--- config.mk ---
export PLATFORM = sky130hd
export DESIGN_NAME = rpsc_seq_ctrl
export DESIGN_NICKNAME = d
export VERILOG_FILES = /design/src/rtl/rpsc_pkg.sv /design/src/rtl/seq_timer.sv /design/src/rtl/rpsc_seq_ctrl.sv
export SDC_FILE = /design/constraint.sdc
export NUM_CORES = 1
export LEC_CHECK = 0
export BUFFER_PORTS_ARGS = -buffer_cell sky130_fd_sc_hd__buf_2
export CAP_MARGIN = 10
export CORE_ASPECT_RATIO = 2
export CORE_MARGIN = 2
export CORE_UTILIZATION = 40
export CTS_CLUSTER_SIZE = 12
export DETAILED_ROUTE_END_ITERATION = 6
export PLACE_DENSITY = 0.63
export SETUP_SLACK_MARGIN = 0.15
export SYNTH_ARGS = -nofsm -noshare
export SYNTH_HDL_FRONTEND = slang
export SYNTH_HIERARCHICAL = 1
export SYNTH_SLANG_ARGS = --single-unit
--- constraint.sdc ---
create_clock -name clk -period 4.5 [get_ports clk]
set_input_delay 1.125 -clock clk [delete_from_list [all_inputs] [get_ports clk]]
set_output_delay 1.125 -clock clk [all_outputs]
set_load 0.1 [all_outputs]
--- src/rtl/rpsc_pkg.sv ---
// Shared types for the RPSC power sequencer.
//   seq_state_t : sequencer state encoding (also exported on the state port)
//   FC_*        : latched fault cause codes, FC_NONE = no fault
package rpsc_pkg;

  typedef enum logic [2:0] {
    S_IDLE      = 3'd0,
    S_G2_WAIT   = 3'd1,
    S_AN_SETTLE = 3'd2,
    S_DR_WAIT   = 3'd3,
    S_RUN       = 3'd4,
    S_RAMPDOWN  = 3'd5,
    S_FAULT     = 3'd6
  } seq_state_t;

  localparam logic [2:0] FC_NONE    = 3'd0;
  localparam logic [2:0] FC_ALARM1  = 3'd1;
  localparam logic [2:0] FC_ALARM2  = 3'd2;
  localparam logic [2:0] FC_G2_TMO  = 3'd3;
  localparam logic [2:0] FC_DR_TMO  = 3'd4;
  localparam logic [2:0] FC_G2_LOST = 3'd5;
  localparam logic [2:0] FC_DR_LOST = 3'd6;

endpackage

--- src/rtl/seq_timer.sv ---
// Saturating dwell/timeout counter for the sequencer.
//   clk, reset : clock, async active-low reset
//   clr        : zero the count (state change)
//   en         : count this cycle (timed state)
//   target     : dwell/timeout length T in cycles
//   hit        : the coming edge is the T-th edge since the last clear
module seq_timer
  import rpsc_pkg::*;
#(
  parameter int TW = 8
) (
  input  logic          clk,
  input  logic          reset,
  input  logic          clr,
  input  logic          en,
  input  logic [TW-1:0] target,
  output logic          hit
);

  localparam logic [TW:0] ONE = (TW+1)'(1);

  logic [TW-1:0] cnt;

  always_ff @(posedge clk or negedge reset) begin
    if (!reset) begin
      cnt <= '0;
    end else if (clr) begin
      cnt <= '0;
    end else if (en && (cnt != '1)) begin
      cnt <= cnt + 1'b1;
    end
  end

  // cnt holds the number of edges already spent in the state, so the
  // edge about to occur is edge cnt+1; widened so the +1 cannot wrap.
  assign hit = (({1'b0, cnt} + ONE) >= {1'b0, target});

endmodule

--- src/rtl/rpsc_seq_ctrl.sv ---
// RPSC interlock power-up/power-down sequencer.
//   clk, reset      : clock, async active-low reset
//   start_req       : level power-up request (honoured only in IDLE)
//   stop_req        : level power-down request
//   fault_clr       : clear latched fault (honoured only in FAULT, alarms healthy)
//   not_alarm(2)    : section 1/2 healthy, 1 = healthy
//   ground_hold_ok  : start permissive
//   not_g2_ok       : 0 = G2 supply OK
//   not_dr_amp_ok   : 0 = driver amp OK
//   g2_ps_on, an_ps_on, dr_amp_on : registered supply enables
//   ready, fault    : in RUN / in FAULT
//   fault_code      : latched fault cause, 0 = none
//   state           : encoded current state
module rpsc_seq_ctrl
  import rpsc_pkg::*;
#(
  parameter int TW        = 8,
  parameter int G2_TMO    = 200,
  parameter int AN_SETTLE = 50,
  parameter int DR_TMO    = 100,
  parameter int OFF_DWELL = 20
) (
  input  logic       clk,
  input  logic       reset,
  input  logic       start_req,
  input  logic       stop_req,
  input  logic       fault_clr,
  input  logic       not_alarm,
  input  logic       ground_hold_ok,
  input  logic       not_g2_ok,
  input  logic       not_alarm2,
  input  logic       not_dr_amp_ok,
  output logic       g2_ps_on,
  output logic       an_ps_on,
  output logic       dr_amp_on,
  output logic       ready,
  output logic       fault,
  output logic [2:0] fault_code,
  output logic [2:0] state
);

  localparam int TMAX = (1 << TW) - 1;

  if ((G2_TMO > TMAX) || (AN_SETTLE > TMAX) || (DR_TMO > TMAX) || (OFF_DWELL > TMAX))
  begin : g_param_chk
    $error("rpsc_seq_ctrl: timing parameter exceeds 2^TW-1");
  end

  seq_state_t    cur, nxt;
  logic [2:0]    nxt_code;
  logic          tmr_en, tmr_hit;
  logic [TW-1:0] tmr_target;

  always_comb begin
    tmr_en     = 1'b1;
    tmr_target = '0;
    case (cur)
      S_G2_WAIT:   tmr_target = TW'(G2_TMO);
      S_AN_SETTLE: tmr_target = TW'(AN_SETTLE);
      S_DR_WAIT:   tmr_target = TW'(DR_TMO);
      S_RAMPDOWN:  tmr_target = TW'(OFF_DWELL);
      default:     tmr_en     = 1'b0;
    endcase
  end

  seq_timer #(.TW(TW)) u_timer (
    .clk    (clk),
    .reset  (reset),
    .clr    (nxt != cur),
    .en     (tmr_en),
    .target (tmr_target),
    .hit    (tmr_hit)
  );

  // Priority in active states: alarms (lowest code first), RUN supply loss,
  // stop, then progress/timeout with "ready" beating a same-edge timeout.
  always_comb begin
    nxt      = cur;
    nxt_code = FC_NONE;
    case (cur)
      S_IDLE: begin
        if (start_req && ground_hold_ok && not_alarm && not_alarm2) nxt = S_G2_WAIT;
      end
      S_FAULT: begin
        if (fault_clr && not_alarm && not_alarm2) nxt = S_IDLE;
      end
      S_G2_WAIT, S_AN_SETTLE, S_DR_WAIT, S_RUN, S_RAMPDOWN: begin
        if (!not_alarm) begin
          nxt = S_FAULT; nxt_code = FC_ALARM1;
        end else if (!not_alarm2) begin
          nxt = S_FAULT; nxt_code = FC_ALARM2;
        end else if ((cur == S_RUN) && not_g2_ok) begin
          nxt = S_FAULT; nxt_code = FC_G2_LOST;
        end else if ((cur == S_RUN) && not_dr_amp_ok) begin
          nxt = S_FAULT; nxt_code = FC_DR_LOST;
        end else if ((cur != S_RAMPDOWN) && stop_req) begin
          nxt = S_RAMPDOWN;
        end else begin
          case (cur)
            S_G2_WAIT: begin
              if (!not_g2_ok)   nxt = S_AN_SETTLE;
              else if (tmr_hit) begin nxt = S_FAULT; nxt_code = FC_G2_TMO; end
            end
            S_AN_SETTLE: if (tmr_hit) nxt = S_DR_WAIT;
            S_DR_WAIT: begin
              if (!not_dr_amp_ok) nxt = S_RUN;
              else if (tmr_hit)   begin nxt = S_FAULT; nxt_code = FC_DR_TMO; end
            end
            S_RAMPDOWN: if (tmr_hit) nxt = S_IDLE;
            default: ;
          endcase
        end
      end
      default: nxt = S_IDLE;
    endcase
  end

  always_ff @(posedge clk or negedge reset) begin
    if (!reset) begin
      cur        <= S_IDLE;
      g2_ps_on   <= 1'b0;
      an_ps_on   <= 1'b0;
      dr_amp_on  <= 1'b0;
      ready      <= 1'b0;
      fault      <= 1'b0;
      fault_code <= FC_NONE;
    end else begin
      cur        <= nxt;
      g2_ps_on   <= nxt inside {S_G2_WAIT, S_AN_SETTLE, S_DR_WAIT, S_RUN, S_RAMPDOWN};
      an_ps_on   <= nxt inside {S_AN_SETTLE, S_DR_WAIT, S_RUN, S_RAMPDOWN};
      dr_amp_on  <= nxt inside {S_DR_WAIT, S_RUN};
      ready      <= (nxt == S_RUN);
      fault      <= (nxt == S_FAULT);
      if ((nxt == S_FAULT) && (cur != S_FAULT)) fault_code <= nxt_code;
      else if ((cur == S_FAULT) && (nxt == S_IDLE)) fault_code <= FC_NONE;
    end
  end

  assign state = cur;

endmodule

# After elaboration in Yosys (flattened, before gate mapping)
# Cells that the tools add are included.
[op_classes] n_reduce_logical=20 n_lt_le_gt_ge=1 n_mux=31 add_sub_neg=2 eq_ne=16
[ops] op="3-bit two-way mux" n=22
[ops] op="8-bit one-hot mux with 4 select lines" n=1
[ops] op="3-bit == test, second input constant" n=6
[ops] op="8-bit two-way mux" n=2
[ops] op="3-bit by 2-bit == test with 1-bit output, second input constant" n=4
[ops] op="3-bit one-hot mux with 4 select lines" n=1
[ops] op="1-bit logical AND" n=11
[ops] op="8-bit by 1-bit adder with 9-bit output, second input constant" n=1
[ops] op="9-bit by 8-bit greater-or-equal comparator with 1-bit output" n=1
[ops] op="3-bit one-hot mux with 3 select lines" n=1
[ops] op="8-bit by 1-bit adder with 8-bit output, second input constant" n=1
[ops] op="8-bit inequality test, second input constant" n=1
[ops] op="3-bit by 1-bit == test with 1-bit output, second input constant" n=2
[ops] op="3-bit zero test" n=2
[ops] op="3-bit inequality test, second input constant" n=2
[ops] op="3-bit one-hot mux with 2 select lines" n=1
[ops] op="2-bit nonzero test" n=3
[ops] op="5-bit nonzero test" n=1
[ops] op="5-bit OR reduction" n=1
[ops] op="2-bit two-way mux" n=2
[ops] op="4-bit nonzero test" n=1
[ops] op="4-bit OR reduction" n=1
[ops] op="3-bit inequality test" n=1
[ops] op="1-bit two-way mux" n=1
[totals] ff_bits=19 input_bits=10 out_inout_bits=11 elab_cells=78

# Logic depth before layout (Yosys ltp)
[logic_depth] ltp_word=16 depth_mapped=18 depth_no_buf=15

# By module
# Netlist, hierarchy kept.
[by_module_without_submodules] mod="rpsc_seq_ctrl" cells_each=103 seq_area_each_um2=275.3 area_per_inst_um2=892.1 n_inst=1
[by_module_without_submodules] mod="seq_timer" cells_each=80 seq_area_each_um2=200.2 area_per_inst_um2=742.0 n_inst=1

# Least setup slack after synthesis
# OpenSTA, ideal clock, no wires.
[synth_timing] path_kind="reg2reg" startpoint="register cur[1] (netlist: state[1])" endpoint="register u_timer.cnt[0]" synth_period_minus_slack_ps=4059 setup_ps=125 stages_incl_launch_ff=19 required_time_ps=4375 arrival_ps=3934 setup_slack_ps=441 n_path_buf=3 cell_sequence="dfrtp_1 buf_6 clkbuf_8 nand2b_1 nor2_1 o21bai_1 inv_1 ha_1 a211oi_1 o2bb2ai_1 a211o_1 o21ai_1 a21oi_1 o21a_1 o31a_1 o221ai_1 buf_1 nor2b_1 mux2_4"
[synth_via] elab_chain_len=14 word_cells_on_any_way=34 classes_between="1 x order compare; 8 x eq/ne; 17 x mux; 8 x reduce/logical"
[synth_lines] element="start: declaration" line_no="rpsc_seq_ctrl.sv:49" source="seq_state_t cur, nxt;"
[synth_lines] element="start signal: assignment" line_no="rpsc_seq_ctrl.sv:128" source="cur <= nxt;"
[synth_lines] element="3-bit == test, or another cell as far along" line_no="rpsc_seq_ctrl.sv:57" source="case (cur)"
[synth_lines] element="8-bit one-hot mux with 4 select lines (*)" line_no="rpsc_seq_ctrl.sv:57"
[synth_lines] element="net tmr_target[1]" line_no="rpsc_seq_ctrl.sv:52" source="logic [TW-1:0] tmr_target;"
[synth_lines] element="9-bit by 8-bit greater-or-equal comparator with 1-bit output (*)" line_no="seq_timer.sv:36" source="assign hit = (({1'b0, cnt} + ONE) >= {1'b0, target});"
[synth_lines] element="net tmr_hit" line_no="rpsc_seq_ctrl.sv:51" source="logic tmr_en, tmr_hit;"
[synth_lines] element="3-bit two-way mux" line_no="rpsc_seq_ctrl.sv:102, rpsc_seq_ctrl.sv:107"
[synth_lines] element="3-bit two-way mux (on tied branches)" line_no="rpsc_seq_ctrl.sv:106, rpsc_seq_ctrl.sv:101"
[synth_lines] element="3-bit one-hot mux with 4 select lines (*)" line_no="rpsc_seq_ctrl.sv:99" source="case (cur)"
[synth_lines] element="3-bit two-way mux (*)" line_no="rpsc_seq_ctrl.sv:96" source="end else if ((cur != S_RAMPDOWN) && stop_req) begin"
[synth_lines] element="3-bit two-way mux (*)" line_no="rpsc_seq_ctrl.sv:94" source="end else if ((cur == S_RUN) && not_dr_amp_ok) begin"
[synth_lines] element="3-bit two-way mux (*)" line_no="rpsc_seq_ctrl.sv:92" source="end else if ((cur == S_RUN) && not_g2_ok) begin"
[synth_lines] element="3-bit two-way mux (*)" line_no="rpsc_seq_ctrl.sv:90" source="end else if (!not_alarm2) begin"
[synth_lines] element="3-bit two-way mux (*)" line_no="rpsc_seq_ctrl.sv:88" source="if (!not_alarm) begin"
[synth_lines] element="3-bit one-hot mux with 3 select lines (*)" line_no="rpsc_seq_ctrl.sv:80" source="case (cur)"
[synth_lines] element="3-bit inequality test (*)" line_no="rpsc_seq_ctrl.sv:69" source=".clr (nxt != cur),"
[synth_lines] element="8-bit two-way mux or 2-bit nonzero test (tied branches)"
[synth_lines] element="end signal: assignment" line_no="seq_timer.sv:30" source="cnt <= cnt + 1'b1;"
[synth_lines] element="end: declaration" line_no="seq_timer.sv:22" source="logic [TW-1:0] cnt;"
# The timed path passes the listed nets; every way through them passes the cells marked *.
# A chain may end at the register's enable or synchronous reset.

# Final worst setup path
[layout_timing] startpoint="register u_timer.cnt[0]" endpoint="register u_timer.cnt[0]"
[layout_via] elab_chain_len=13 word_cells_on_any_way=21 classes_between="2 x add/sub; 1 x order compare; 2 x eq/ne; 14 x mux; 2 x reduce/logical"
[layout_lines] element="8-bit by 1-bit adder with 9-bit output (*)" line_no="seq_timer.sv:36"
[layout_lines] element="9-bit by 8-bit greater-or-equal comparator with 1-bit output (*)" line_no="seq_timer.sv:36"
[layout_lines] element="net tmr_hit" line_no="rpsc_seq_ctrl.sv:51"
[layout_lines] element="3-bit two-way mux" line_no="rpsc_seq_ctrl.sv:102, rpsc_seq_ctrl.sv:107"
[layout_lines] element="3-bit two-way mux (on tied branches)" line_no="rpsc_seq_ctrl.sv:106, rpsc_seq_ctrl.sv:101"
[layout_lines] element="3-bit one-hot mux with 4 select lines (*)" line_no="rpsc_seq_ctrl.sv:99"
[layout_lines] element="3-bit two-way mux (*)" line_no="rpsc_seq_ctrl.sv:96"
[layout_lines] element="3-bit two-way mux (*)" line_no="rpsc_seq_ctrl.sv:94"
[layout_lines] element="3-bit two-way mux (*)" line_no="rpsc_seq_ctrl.sv:92"
[layout_lines] element="3-bit two-way mux (*)" line_no="rpsc_seq_ctrl.sv:90"
[layout_lines] element="3-bit two-way mux (*)" line_no="rpsc_seq_ctrl.sv:88"
[layout_lines] element="3-bit one-hot mux with 3 select lines (*)" line_no="rpsc_seq_ctrl.sv:80"
[layout_lines] element="3-bit inequality test (*)" line_no="rpsc_seq_ctrl.sv:69"
[layout_lines] element="8-bit two-way mux or 2-bit nonzero test (tied branches)"
# The timed path passes the listed nets; every way through them passes the cells marked *. The select of a mux whose other input is x is not followed.

==> results.yml <==
floorplan:
  die_x_um: 49.2
  dieArea_mm2: 0.00464
  die-height_um: 94.4
  fp-row-count: 32
  core_mm2: 0.00388
  io_pins: 21
  start_util: 0.421
layout:
  final-seq-area_um2: 475
  multi_input_area_mm2: 0.00103
  synthToLayoutAreaGrowth_pct: 9.26
  nFillCells: 422
  diodes: 0
  drive_above_1_share: 0.230
  final_util: 0.460
  fin_cells: 251
  final_nets: 220
clock_network:
  cts_inserted_buffers: 3
  cts_resized: 0
  cts_hold_buf: 0
  root_buffer: "clkbuf_8"
  post_cts_buffers: 0
  cts.sinks: 19
  cts_tree: "built"
  htree_levels: 1
  cts_max_path_buffers: 2
  clk_latency_ps: 260
  cts.clk_slew.worst_paths_ps: 80
routing:
  drt_iter0_markers: 60
  drc: 0
  drt-pass1-iter-count: 4
  wire_per_inst_um: 14.7
  vias_per_cell: 5.65
  routed_wl_mm: 3.70
  ant_nets: 0
  vias: 1417
grt:
  grt_pass1_vias: 1384
  track_usage: 0.171
  grt_max_degree: 22
  grt_overflow: 0
  antenna_found_initial: 0
  grt_first_pass_wirelength_mm: 6.25
timing:
  relSlewSlack: 0.470
  tightest_slew_ps: 794
  setup_tns_ps: 0
  rsz0062_at_grt: "false"
  max_freq_mhz: 258
  slew_viol_final: 0
  setup_viol_count_final: 0
  final_hold_viol_count: 0
  skew_ps: 5.04
  hold_ws_ps: 535
  layout_worst_path_cycle_share: 0.860
  finalCriticalPeriod_ps: 3870
worst_setup_path:
  crit_family: "compound AO/OA/AOI/OAI gates"
  path_class: "register to register"
  crit_slowest_cell: "dfrtp_1"
  required_ps: 4640
  cp-start-kind: "register"
  critPathBufInv: 1
  crit_chain: "ha_1, and3_1, and3_1, xor2_1, ha_1, o21ai_0, o2bb2ai_1, a211o_1, o21ai_1, a21oi_1, o21a_1, o31a_1, o221ai_1, buf_4, nor2b_1, mux2_4"
  crit_arrival_ps: 4010
  path_max_fanout: 10
  max_stage_delay_ps: 430
  end_kind: "register"
yosys:
  synth_top_area_frac: 0.291
  ys_warn_count: 6
  async_reset_ff_frac: 1.00
  synth.most_common_cell: "dfrtp_1"
  ys_ff_latch: 19
  synth_area_mm2: 0.00163
  synth_area_leaders: "dfrtp_1 29%, ha_1 6.9%, o21ai_0 3.7%, a21oi_1 3.1%, inv_1 2.5%"
  syn_inst: 183
  synthTopCellsByCount: "19 x dfrtp_1, 12 x o21ai_0, 11 x inv_1"
  ys_dominant_reg_cell: "dfrtp_1"
  syn_avg_cell_area_um2: 8.93
  synth_edf_count: 0
  seq_area_frac_synth: 0.291
  ys_types: 63
  synth_top_area_cell: "dfrtp_1"
  synth_fp_nets: 202
placement:
  detailed_place_hpwl_mm: 2.88
  dp_cells: 247
  io_buffers: 20
  gp_congestion: 0.821
power:
  seqPwrFrac: 0.196
  peakVddDrop_mv: 0.364
  internal_power_w: 0.000551
  clockPowerShare: 0.092
  pwr-share-comb: 0.712
  swShare: 0.578
  power.density_mw_per_mm2: 731
  power.total_w: 0.00131
  p_leak_nw: 0.815
  switching_power_w: 0.000755
flow_run:
  max_cap_viol_count: 0
outcome:
  status: "finished, final reports clean"
min_path:
  hold_class: "register to register"
==> worst paths after layout <==
path	from	endpoint	cells after the start	slack [ps]
max	u_timer/cnt[0]$_DFFE_PN0P_	u_timer/cnt[0]$_DFFE_PN0P_	16	630
min	fault_code[2]$_DFFE_PN0P_	fault_code[2]$_DFFE_PN0P_	2	530
max reg2reg	u_timer/cnt[0]$_DFFE_PN0P_	u_timer/cnt[0]$_DFFE_PN0P_	16	630
min reg2reg	fault_code[2]$_DFFE_PN0P_	fault_code[2]$_DFFE_PN0P_	2	530
max in group asynchronous	reset	u_timer/cnt[6]$_DFFE_PN0P_	1	3400
min in group asynchronous	reset	an_ps_on$_DFF_PN0_	1	800
==> state kept, by name (all words and copies together) (netlist names) <==
name         flops
u_timer/cnt      8
fault            1
dr_amp_on        1
state            3
ready            1
g2_ps_on         1
an_ps_on         1
fault_code       3
==> routing by layer <==
layer,global-route usage,wire [µm]
met2,0.319,2000
met3,0.0237,123
met4,0.0714,104
met1,0.189,1470
met5,0,0
==> worst min-delay path: cells and delay by family, from the launching register on <==
| kind | cells | cell delay (ps) |
|---|---|---|
| AO/OA/AOI/OAI | 1 | 70 |
| flip-flops | 1 | 380 |
| AND/OR/NAND/NOR | 1 | 50 |
==> cells in the final DEF (no fill, tap or decap), drive strengths merged, types with 4 or more instances in the layout <==
| master | count |
|---|---|
| buf | 23 |
| dfrtp | 19 |
| o21ai | 16 |
| inv | 12 |
| a21oi | 12 |
| nor2 | 10 |
| nand2 | 10 |
| ha | 9 |
| nand3 | 7 |
| nand2b | 7 |
| nor2b | 5 |
| and4 | 4 |
| and3 | 4 |
==> power by group through the flow <==
stage,Sequential (W),Clock (W),Combinational (W)
final,0.000256,0.000120,0.000930
after global routing,0.000262,0.000133,0.00100
after CTS,0.000256,0.000125,0.000934
after global placement,0.000259,0,0.000929
after floorplan,0.000556,0,0.000485
after detailed placement,0.000260,0,0.000929
==> cells by family after synthesis <==
logic type                 share of synthesized area
and+or+nand+nor                                0.249
AOI/OAI and AO/OA                              0.243
buffers and inverters                         0.0773
DFF                                            0.291
adders and majority gates                     0.0689
xor gates and xnor gates                      0.0322
muxes                                         0.0368
other                                        0.00229
==> metrics by stage <==
step	setup slack (ps)	instance area [µm²]
after floorplan	441	1630
final	631	1790
after detailed placement	669	1740
after CTS	637	1790
after global placement	736	1740
after global routing	332	1790
==> area by class of cell <==
cell class              count  area share
flip-flops and latches     19       0.266
clock buffers               3      0.0231
inverters                  12      0.0252
repair buffers             23      0.0687
clock inverters             1     0.00280
well taps                  51      0.0357
multi-input cells         142       0.578
(Power assumes the default switching activity.)
